$ cat src/rtl/gsensor_x_filter.sv
// gsensor_x_filter: X-axis conditioning between the SPI accelerometer reader
// and the LED tilt driver. Saturates raw samples to 10 bits, publishes a
// moving average over 2^LOG2_DEPTH samples, and raises a stretched shake
// level when a sample departs from the published average by more than THRESH.
//
// Ports:
//   iCLK        in   1   rising-edge clock
//   iRST        in   1   asynchronous active-high reset
//   iDATA       in  16   raw X sample, signed two's complement
//   iDATA_VALID in   1   one-cycle strobe, iDATA sampled when high
//   oDIG        out 10   signed moving average
//   oDIG_VALID  out  1   one-cycle strobe, oDIG updated this cycle
//   oSHAKE      out  1   shake level, HOLD_CYCLES long, retriggerable
module gsensor_x_filter #(
    parameter int unsigned LOG2_DEPTH  = 2,
    parameter int unsigned THRESH      = 64,
    parameter int unsigned HOLD_CYCLES = 16
) (
    input  logic        iCLK,
    input  logic        iRST,
    input  logic [15:0] iDATA,
    input  logic        iDATA_VALID,
    output logic [9:0]  oDIG,
    output logic        oDIG_VALID,
    output logic        oSHAKE
);

    localparam int unsigned DATA_W = 10;
    localparam int unsigned DEPTH  = 1 << LOG2_DEPTH;
    localparam int unsigned SUM_W  = DATA_W + LOG2_DEPTH;
    localparam int unsigned DIFF_W = DATA_W + 1;
    localparam int unsigned CNT_W  = 16;

    logic signed [15:0]       data_s;
    logic signed [DATA_W-1:0] sat_c;

    logic                     s1_valid;
    logic signed [DATA_W-1:0] s1_sample;

    logic signed [DATA_W-1:0] win_mem [DEPTH];
    logic [LOG2_DEPTH-1:0]    ptr;
    logic signed [SUM_W-1:0]  sum;
    logic                     s2_valid;

    logic signed [SUM_W-1:0]  new_sum_c;
    logic signed [DIFF_W-1:0] diff_c;
    logic signed [DIFF_W-1:0] abs_c;
    logic                     trigger_c;

    logic signed [DATA_W-1:0] dig_q;
    logic [CNT_W-1:0]         hold_cnt;

    assign data_s = $signed(iDATA);

    // Clamp the 16-bit raw sample into the signed 10-bit range.
    always_comb begin
        sat_c = data_s[DATA_W-1:0];
        if (data_s > 16'sd511) begin
            sat_c = 10'sh1FF;
        end else if (data_s < -16'sd512) begin
            sat_c = 10'sh200;
        end
    end

    // Stage 1: register saturated sample and its strobe.
    always_ff @(posedge iCLK or posedge iRST) begin
        if (iRST) begin
            s1_valid  <= 1'b0;
            s1_sample <= '0;
        end else begin
            s1_valid  <= iDATA_VALID;
            s1_sample <= sat_c;
        end
    end

    // Running-sum update and shake compare against the currently published average.
    always_comb begin
        new_sum_c = sum + SUM_W'(s1_sample) - SUM_W'(win_mem[ptr]);
        diff_c    = DIFF_W'(s1_sample) - DIFF_W'(dig_q);
        abs_c     = diff_c[DIFF_W-1] ? -diff_c : diff_c;
        trigger_c = s1_valid && ($unsigned(abs_c) > DIFF_W'(THRESH));
    end

    // Stage 2: window buffer, pointer and sum.
    always_ff @(posedge iCLK or posedge iRST) begin
        if (iRST) begin
            for (int i = 0; i < int'(DEPTH); i++) begin
                win_mem[i] <= '0;
            end
            ptr      <= '0;
            sum      <= '0;
            s2_valid <= 1'b0;
        end else begin
            s2_valid <= s1_valid;
            if (s1_valid) begin
                win_mem[ptr] <= s1_sample;
                ptr          <= LOG2_DEPTH'(ptr + 1'b1);
                sum          <= new_sum_c;
            end
        end
    end

    // Hold counter: a trigger reloads and wins over the decrement.
    always_ff @(posedge iCLK or posedge iRST) begin
        if (iRST) begin
            hold_cnt <= '0;
        end else if (trigger_c) begin
            hold_cnt <= CNT_W'(HOLD_CYCLES);
        end else if (hold_cnt != '0) begin
            hold_cnt <= hold_cnt - 1'b1;
        end
    end

    // Stage 3: publish average (floor via arithmetic slice), strobe and shake level.
    always_ff @(posedge iCLK or posedge iRST) begin
        if (iRST) begin
            dig_q      <= '0;
            oDIG_VALID <= 1'b0;
            oSHAKE     <= 1'b0;
        end else begin
            oDIG_VALID <= s2_valid;
            oSHAKE     <= (hold_cnt != '0);
            if (s2_valid) begin
                dig_q <= sum[SUM_W-1:LOG2_DEPTH];
            end
        end
    end

    assign oDIG = dig_q;

endmodule
$ cat config.mk
export PLATFORM = sky130hd
export DESIGN_NAME = gsensor_x_filter
export DESIGN_NICKNAME = d
export VERILOG_FILES = /design/src/rtl/gsensor_x_filter.sv
export SDC_FILE = /design/constraint.sdc
export NUM_CORES = 1
export LEC_CHECK = 0
export ABC_CLOCK_PERIOD_IN_PS = 5850
export BUFFER_PORTS_ARGS = -buffer_cell sky130_fd_sc_hd__buf_2
export CORE_ASPECT_RATIO = 0.75
export CORE_MARGIN = 4
export CORE_UTILIZATION = 49
export CTS_BUF_LIST = sky130_fd_sc_hd__clkbuf_4 sky130_fd_sc_hd__clkbuf_8 sky130_fd_sc_hd__clkbuf_16
export DETAILED_ROUTE_END_ITERATION = 7
export PLACE_DENSITY = 0.77
export SLEW_MARGIN = 20
export SYNTH_ARGS = -nofsm -noshare
export SYNTH_HDL_FRONTEND = slang
export SYNTH_SLANG_ARGS = --single-unit
$ cat constraint.sdc
create_clock -name iCLK -period 5.85 [get_ports iCLK]
set_clock_uncertainty 0.05 [all_clocks]
set_input_delay 1.17 -clock iCLK [delete_from_list [all_inputs] [get_ports iCLK]]
set_output_delay 1.17 -clock iCLK [all_outputs]
set_load 0.01 [all_outputs]
; ---- Yosys cells after proc, flatten, opt, wreduce, memory -nomap -nowiden
; Cells that the tools add are included.
[op_classes]
addsub = 6
n_lt_le_gt_ge = 5
muxes = 11
bitwise_logic = 1
n_reduce_logical = 4
[op_table]
columns = cell, n
row1 = two-way mux 10 bit, 5
row2 = bitwise mux 40 bit, 1
row3 = two-way mux 16 bit, 2
row4 = binary-select mux 10 bit (select 2 bit), 1
row5 = demux 10 bit (select 2 bit), 1
row6 = > comparator 16 x 10 -> 1 bit (second input constant), 1
row7 = less-than comparator 16 x 10 -> 1 bit (second input constant), 1
row8 = nonzero test 16 bit, 1
row9 = subtractor 16 x 1 -> 16 bit (second input constant), 1
row10 = adder 12 x 10 -> 12 bit, 1
row11 = subtractor 12 x 10 -> 12 bit, 1
row12 = > comparator 11 x 7 -> 1 bit (second input constant), 1
row13 = two-way mux 11 bit, 1
row14 = negator 11 bit, 1
row15 = subtractor 10 x 10 -> 11 bit, 1
row16 = >= comparator 3 bit (second input constant), 1
row17 = less-than comparator 3 x 1 -> 1 bit (second input constant), 1
row18 = inverter 2 -> 3 bit, 1
row19 = adder 2 x 1 -> 2 bit (second input constant), 1
row20 = logical AND 1 bit, 2
row21 = nonzero test 2 bit, 1
[word_totals]
ff_bits = 94
inputBits = 19
word_cells = 40

; ---- Logic depth before layout (Yosys ltp)
; Gate-level depths: netlist (run 1).
[depth]
depth_word = 6
mapped_depth = 15

; ---- Worst setup path after synthesis (run 1)
; Ideal clock, no wire load.
[synth_path]
kind = register to register
startpoint = register ptr[0]
endpoint = register sum[11]
t_arrival_ps = 4001
required_ps = 5677
path_slack_ps = 1676
path_stages_with_launch = 14
synth_period_minus_slack_ps = 4174
path_cell_list = dfrtp_1 -> buf_1 -> mux4_2 -> fa_1 -> inv_1 -> ha_1 -> a211oi_1 -> o21a_1 -> nor3_1 -> a2111oi_0 -> o2bb2ai_1 -> xnor2_1 -> nand2_1 -> xnor2_1
[synth_via]
elab_chain_len = 5
[synth_rtl]
columns = item, line_no
row1 = start: declaration, 41  ; logic [LOG2_DEPTH-1:0] ptr;
row2 = start signal: assignment, 97  ; ptr <= LOG2_DEPTH'(ptr + 1'b1);
row3 = inverter 2 -> 3 bit (implied by the code), 78  ; new_sum_c = sum + SUM_W'(s1_sample) - SUM_W'(win_mem[ptr]);
row4 = binary-select mux 10 bit (select 2 bit), 78
row5 = two-way mux 10 bit (implied by the code) (2 in a row), 78
row6 = subtractor 12 x 10 -> 12 bit, 78
row7 = end signal: assignment, 98  ; sum <= new_sum_c;
row8 = end: declaration, 42  ; logic signed [SUM_W-1:0] sum;
; Every way passes these cells. The select of a mux whose other input is x is not followed.
; A chain may end at the register's enable or synchronous reset.

; ---- Worst setup path after layout (run 1)
[layout_path]
startpoint = register ptr[1]
endpoint = register sum[11]
; The elaborated chain is that of the path after synthesis.

==> results of run 1 <==
[state kept, by name (all words and copies together), names as in the netlist]
register and flops:
s1_valid 1, oDIG_VALID 1, hold_cnt 16, oDIG 10, sum 12, s2_valid 1, oSHAKE 1, ptr 2
win_mem 40, s1_sample 10
[stage by stage]
| step | cells | hold WS, ps |
|---|---|---|
| 3_3_place_gp | 692 | 408 |
| 3_5_place_dp | 692 | 416 |
| 4_1_cts | 708 | 433 |
| 5_1_grt | 708 | 451 |
| 2_1_floorplan | 542 | 302 |
| 6_report | 708 | 430 |
[critical path: stages, from the launching register on]
cell,delay [ps]
dfrtp_1,680
mux4_2,400
fa_1,550
inv_1,60
ha_1,310
a211oi_1,390
o21a_1,230
nor3_1,70
a2111oi_0,670
o2bb2ai_1,210
xnor2_1,130
nand2_1,80
xnor2_1,170
[routing by layer]
layer | share of wire, % | GRT usage, %
met5 | 0 | 0
met4 | 1.4 | 4.73
met3 | 5.4 | 3.19
met2 | 47 | 29.7
met1 | 46 | 26.2
[layout make-up]
| class | count | area share, % |
|---|---|---|
| Timing Repair Buffer | 32 | 2.84 |
| Clock buffer | 9 | 3.87 |
| Sequential cell | 94 | 40.4 |
| Tap cell | 136 | 2.93 |
| Inverter | 64 | 4.15 |
| Clock inverter | 7 | 1.18 |
| Multi-Input combinational cell | 366 | 44.6 |
[final timing paths]
path | end
min in group asynchronous | win_mem[17]$_DFFE_PP0P_
worst min register to register | win_mem[25]$_DFFE_PP0P_
worst max-delay path | sum[11]$_DFFE_PP0P_
max in group asynchronous | sum[11]$_DFFE_PP0P_
worst min-delay path | win_mem[25]$_DFFE_PP0P_
worst max register to register | sum[11]$_DFFE_PP0P_
[logic make-up after synthesis]
group                    count (synthesis)  share of synthesized area (%)
buffers and inverters                   82                           6.02
AO/OA/AOI/OAI                          123                           13.8
AND/OR/NAND/NOR                        161                           14.2
multiplexers                            14                           5.07
XOR/XNOR                                27                           4.64
flip-flops                              94                           44.8
adder cells (fa/ha/maj)                 41                           11.5
[Yosys cell counts, types with 3 or more instances]
cell type	n
a21boi_0	3
a211oi_1	5
or3_1	4
nor3_1	25
ha_1	29
nor4_1	5
mux2i_1	3
o21ai_0	69
xnor2_1	18
dfrtp_1	94
a21oi_1	18
mux4_2	10
nor2_1	22
nand2_1	77
inv_1	64
o21a_1	12
nand3_1	7
xor2_1	8
nand2b_1	4
clkbuf_1	15
fa_1	12
==> flow_summary.json, run 1 <==
{
  "synth.top_cell.area_share_pct": 44.8,
  "synth_edf_count": 0,
  "period_needed_ps": 4110,
  "routabilityCongestion": 0.847,
  "fmax_mhz": 244,
  "insertion_delay_ps": 340,
  "die_w_um": 128,
  "dr.pass1.iters": 5,
  "wl_per_cell_um": 15.6,
  "antenna_found_initial": 0,
  "rrSetupSlack_ps": 1740,
  "syn_area_per_cell_um2": 9.70,
  "timing.final.crit_share_pct": 70.2,
  "synthCells": 542,
  "hp-class": "reg2reg",
  "grtUsageTotal_pct": 18.5,
  "cts_tree": "yes",
  "wirelength_um": 11000,
  "syn_nets": 602,
  "routed-via-count": 3931,
  "finalHoldViolCount": 0,
  "setup_slack_ps": 1740,
  "routed_via_density": 5.55,
  "filler_cell_count": 855,
  "cts.sinks": 94,
  "die_y_um": 97.7,
  "top_level_ports": 31,
  "ant_nets": 0,
  "drt_iter0_drc": 322,
  "start_kind": "flop",
  "drc": 0,
  "grt.overflow.total": 0,
  "synthFlopType": "dfrtp_1",
  "post-route-util_pct": 56.1,
  "antenna_cells": 0,
  "r2r_start": "ptr[1]$_DFFE_PP0P_",
  "final_area_um2": 5820,
  "fin_setup_tns_ps": 0,
  "slew_headroom_pct": 34.5,
  "critPathCaptureType": "flop",
  "grt_max_degree": 49,
  "slew_viol_final": 0,
  "cts_max_path_buffers": 2,
  "ys_types": 53,
  "cts_hold_buf": 0,
  "required_ps": 6030,
  "synth-seq-cells": 94,
  "start_util_pct": 50.7,
  "io_buffers": 30,
  "cp.arrival_ps": 4290,
  "worst_slew_pin_slew_ps": 982,
  "post_cts_resized": 0,
  "post_cts_buffers": 0,
  "critical_path.startpoint": "ptr[1]$_DFFE_PP0P_",
  "post-place-ws_ps": 1820,
  "synth-async-reset-ratio_pct": 100,
  "cts-root-buf": "clkbuf_16",
  "fin_nets": 627,
  "hp-start": "win_mem[25]$_DFFE_PP0P_",
  "hold_path_depth": 2,
  "ys_top_cells_by_area": "dfrtp_1 (45%), ha_1 (6.9%), o21ai_0 (6.6%)",
  "layout-area-overhead-vs-synth_pct": 10.7,
  "rsz0062_at_grt": "false",
  "die-area_um2": 12500,
  "mostFrequentLayoutCells": "dfrtp_1 (94), nand2_1 (77), o21ai_0 (69), inv_1 (63), buf_2 (30)",
  "drv_cap": 0,
  "coreArea_um2": 10400,
  "h-tree-depth": 3,
  "setup_violations": 0,
  "ys.warnings.count": 0,
  "rows": 32,
  "r2r_cells": 12,
  "first_global_vias": 3859,
  "synth_top_area_cell": "dfrtp_1",
  "dpl_cell_area_um2": 5520,
  "syn_area_um2": 5260,
  "layout_commonest_cell": "dfrtp_1",
  "yosysSeqAreaShare_pct": 44.8,
  "crit_fanout": 13,
  "seq_area_um2": 2350,
  "crit_type": "reg2reg",
  "hpwlAfterDp_um": 8270,
  "grt_pass1_wl_um": 18700,
  "multi_input_comb_area_um2": 2590,
  "path_clk_slew_ps": 70,
  "cts_buffers": 9,
  "drive_above_1_share_pct": 11.9,
  "status": "finished clean"
}
Power of run 1 is not shown: default switching activity piles up to over one toggle a cycle in this logic, so the estimate is an artifact.
==> run 2, diff against run 1 <==
- ABC_AREA: default -> 1
- ABC_CLOCK_PERIOD_IN_PS: 5850 -> 4200
- clock period: 5.85 -> 4.2 ns (I/O delays scaled with it)
==> run 2 against run 1 <==
  * Flip-flop and latch count stayed put
  * Final area rose by 9.7%
  * Fmax rose by 21%
  * Critical path depth is 1 higher
  * First-iteration DRC count increased by 30%
  * Critical path type unchanged
==> flow_summary.json, run 2 <==
{
  "r2r_start": "ptr[1]$_DFFE_PP0P_",
  "antenna_found_initial": 0,
  "cts_hold_buf": 0,
  "synth_xor_area_share_pct": 3.34,
  "layout-area-overhead-vs-synth_pct": 10.5,
  "ys.warnings.count": 0,
  "ys_types": 36,
  "antenna_cells": 0,
  "cp.arrival_ps": 3560,
  "die_w_um": 133,
  "swShare_pct": 47.5,
  "required_ps": 4370,
  "worst_slew_pin_slew_ps": 906,
  "synthAdderAreaFrac_pct": 10.4,
  "reg.largest.list": "win_mem: 40 flops, hold_cnt: 16 flops, sum: 12 flops",
  "synth_edf_count": 0,
  "grt_max_degree": 53,
  "first_global_vias": 4329,
  "critPathMaxStageDelay_ps": 510,
  "cts-root-buf": "clkbuf_16",
  "critical_path.startpoint": "ptr[1]$_DFFE_PP0P_",
  "leakagePower_nw": 3.28,
  "routabilityCongestion": 0.889,
  "path_clk_slew_ps": 60,
  "seq_area_um2": 2350,
  "critPathCaptureType": "flop",
  "start_util_pct": 49.9,
  "yosysSeqAreaShare_pct": 40.7,
  "mostFrequentLayoutCells": "nand2_1 (165), inv_1 (110), dfrtp_1 (94), o21ai_0 (83), nor2_1 (60)",
  "syn_area_um2": 5770,
  "wl_per_cell_um": 13.8,
  "drive_above_1_share_pct": 12.1,
  "regMostFlops": "win_mem",
  "crit_fanout": 14,
  "rows": 34,
  "coreArea_um2": 11600,
  "r2r_cells": 13,
  "finalHoldViolCount": 0,
  "insertion_delay_ps": 350,
  "drc": 0,
  "multi_input_comb_area_um2": 2910,
  "synth_top_family_by_area": "simple AND/OR/NAND/NOR gates",
  "cts.sinks": 94,
  "syn_nets": 793,
  "ir_drop_mv": 0.425,
  "timing.final.crit_share_pct": 80.7,
  "crit_type": "reg2reg",
  "drt_iter0_drc": 419,
  "cp_slowest_cell": "dfrtp_1",
  "largest_register_ffs": 40,
  "synth-async-reset-ratio_pct": 100,
  "cts_buffers": 9,
  "dr.pass1.iters": 5,
  "top_level_ports": 31,
  "hpwlAfterDp_um": 9450,
  "synth-seq-cells": 94,
  "yosysMostFrequentCell": "nand2_1",
  "hold_ws_ps": 436,
  "die_y_um": 102,
  "synthTopCellsByCount": "nand2_1 (165), inv_1 (111), dfrtp_1 (94)",
  "worstPathCellList": "inv_1 -> o21ai_0 -> o22ai_1 -> fa_1 -> inv_1 -> ha_1 -> a21oi_1 -> nor2_1 -> o31ai_1 -> o2111ai_1 -> or2_2 -> nand3_1 -> o21ai_0",
  "routed_via_density": 5.13,
  "cts_tree": "yes",
  "power.density_nw_per_um2": 948,
  "synthCells": 733,
  "synth_top_area_cell": "dfrtp_1",
  "crit_path_end": "sum[10]$_DFFE_PP0P_",
  "layout_commonest_cell": "nand2_1",
  "post_cts_buffers": 0,
  "p_clk_share_pct": 14.3,
  "hp-class": "reg2reg",
  "die-area_um2": 13600,
  "status": "finished clean",
  "p_int_mw": 3.18,
  "fmax_mhz": 295,
  "rrSetupSlack_ps": 810,
  "start_kind": "flop",
  "cts_max_path_buffers": 2,
  "filler_cell_count": 1071,
  "rsz0062_at_grt": "false",
  "ys_top_cells_by_area": "dfrtp_1 (41%), nand2_1 (11%), inv_1 (7.2%)",
  "synth_mux_area_share_pct": 0,
  "synthFlopType": "dfrtp_1",
  "grt_pass1_wl_um": 21800,
  "combPwrFrac_pct": 60.7,
  "io_buffers": 30,
  "grtUsageTotal_pct": 20.0,
  "synth_compound_area_share_pct": 14.5,
  "grt.overflow.total": 0,
  "period_needed_ps": 3390,
  "fin_nets": 816,
  "h-tree-depth": 3,
  "r2r_end": "sum[10]$_DFFE_PP0P_",
  "setup_violations": 0,
  "drv_cap": 0,
  "synth.top_cell.area_share_pct": 40.7,
  "ant_nets": 0,
  "fin_setup_tns_ps": 0,
  "p_sw_mw": 2.87,
  "slew_viol_final": 0,
  "synthSimpleGateAreaFrac_pct": 21.9,
  "slew_headroom_pct": 39.3,
  "wirelength_um": 12700,
  "routed-via-count": 4726,
  "p_seq_share_pct": 25.0,
  "post_cts_resized": 0,
  "syn_area_per_cell_um2": 7.88
}
==> run 2: cell count changes in the layout (fill, tap and decap cells not counted), sizes merged, moves of 8 or more <==
cell / delta
nor3: -24
a21oi: +27
nand2: +102
nor2: +40
mux4: -10
o22ai: +8
xnor2: -17
nand3: +29
o21a: -12
o21ai: +13
inv: +49
xor2: +12
==> run 2: layout make-up <==
class	count	share of cell area (%)
Inverter	114	6.74
Multi-Input combinational cell	503	45.5
Clock buffer	10	3.74
Timing Repair Buffer	34	2.82
Sequential cell	94	36.9
Tap cell	162	3.18
Clock inverter	4	1.14
==> run 2: worst min-delay path by stage <==
stage / start / endpoint / slack, ps / depth (start not counted)
final: win_mem[16]$_DFFE_PP0P_ / win_mem[16]$_DFFE_PP0P_ / 440 / 2
after global routing: win_mem[10]$_DFFE_PP0P_ / win_mem[10]$_DFFE_PP0P_ / 450 / 2
after CTS: win_mem[20]$_DFFE_PP0P_ / win_mem[20]$_DFFE_PP0P_ / 430 / 2
after detailed placement: win_mem[20]$_DFFE_PP0P_ / win_mem[20]$_DFFE_PP0P_ / 420 / 2
after global placement: win_mem[23]$_DFFE_PP0P_ / win_mem[23]$_DFFE_PP0P_ / 410 / 2
after floorplan: s2_valid$_DFF_PP0_ / oDIG_VALID$_DFF_PP0_ / 320 / 0
==> run 2: worst max-delay path: cells and delay by family (launching register included) <==
kind / cells / cell delay [ps]
adder cells (fa/ha/maj): 2 / 710
AO/OA/AOI/OAI: 6 / 1100
flip-flops: 1 / 510
AND/OR/NAND/NOR: 3 / 460
buffers and inverters: 2 / 430
==> run 2: logic make-up (layout without fill, tap and decap cells) <==
group / count (synthesis) / count (layout)
AOI/OAI and AO/OA: 148 / 148
buffers and inverters: 136 / 162
and+or+nand+nor: 292 / 292
DFF: 94 / 94
adders and majority gates: 41 / 41
xor gates and xnor gates: 22 / 22
==> run 2: power groups by stage <==
stage / clock (mW) / sequential, mW / combinational [mW]
2_1_floorplan: 0 / 1.45 / 2.92
3_3_place_gp: 0 / 1.51 / 3.50
3_5_place_dp: 0 / 1.51 / 3.61
4_1_cts: 0.879 / 1.50 / 3.67
5_1_grt: 0.912 / 1.55 / 4.25
6_report: 0.865 / 1.51 / 3.67
==> run 2: per-layer routing <==
layer	routed length, um	share of wire (%)	track usage (%)	vias to the layer above
met5	0	0	0	-
met4	114	0.90	4.03	0
met3	643	5.1	4.18	9
met2	5400	42	29.6	120
met1	6550	52	30.6	2222
li1	-	-	-	2375
==> run 2: through the flow <==
step | setup WS [ps] | cell area (um2) | std cells | util (%) | power, mW
after global routing | 504 | 6380 | 921 | 55.2 | 6.72
after detailed placement | 934 | 6070 | 907 | 52.4 | 5.12
final | 812 | 6380 | 921 | 55.2 | 6.05
after CTS | 919 | 6380 | 921 | 55.1 | 6.05
after floorplan | 861 | 5770 | 733 | - | 4.37
after global placement | 1010 | 6070 | 907 | 52.4 | 5.02
Note: power is estimated with default switching activity, not from simulation.
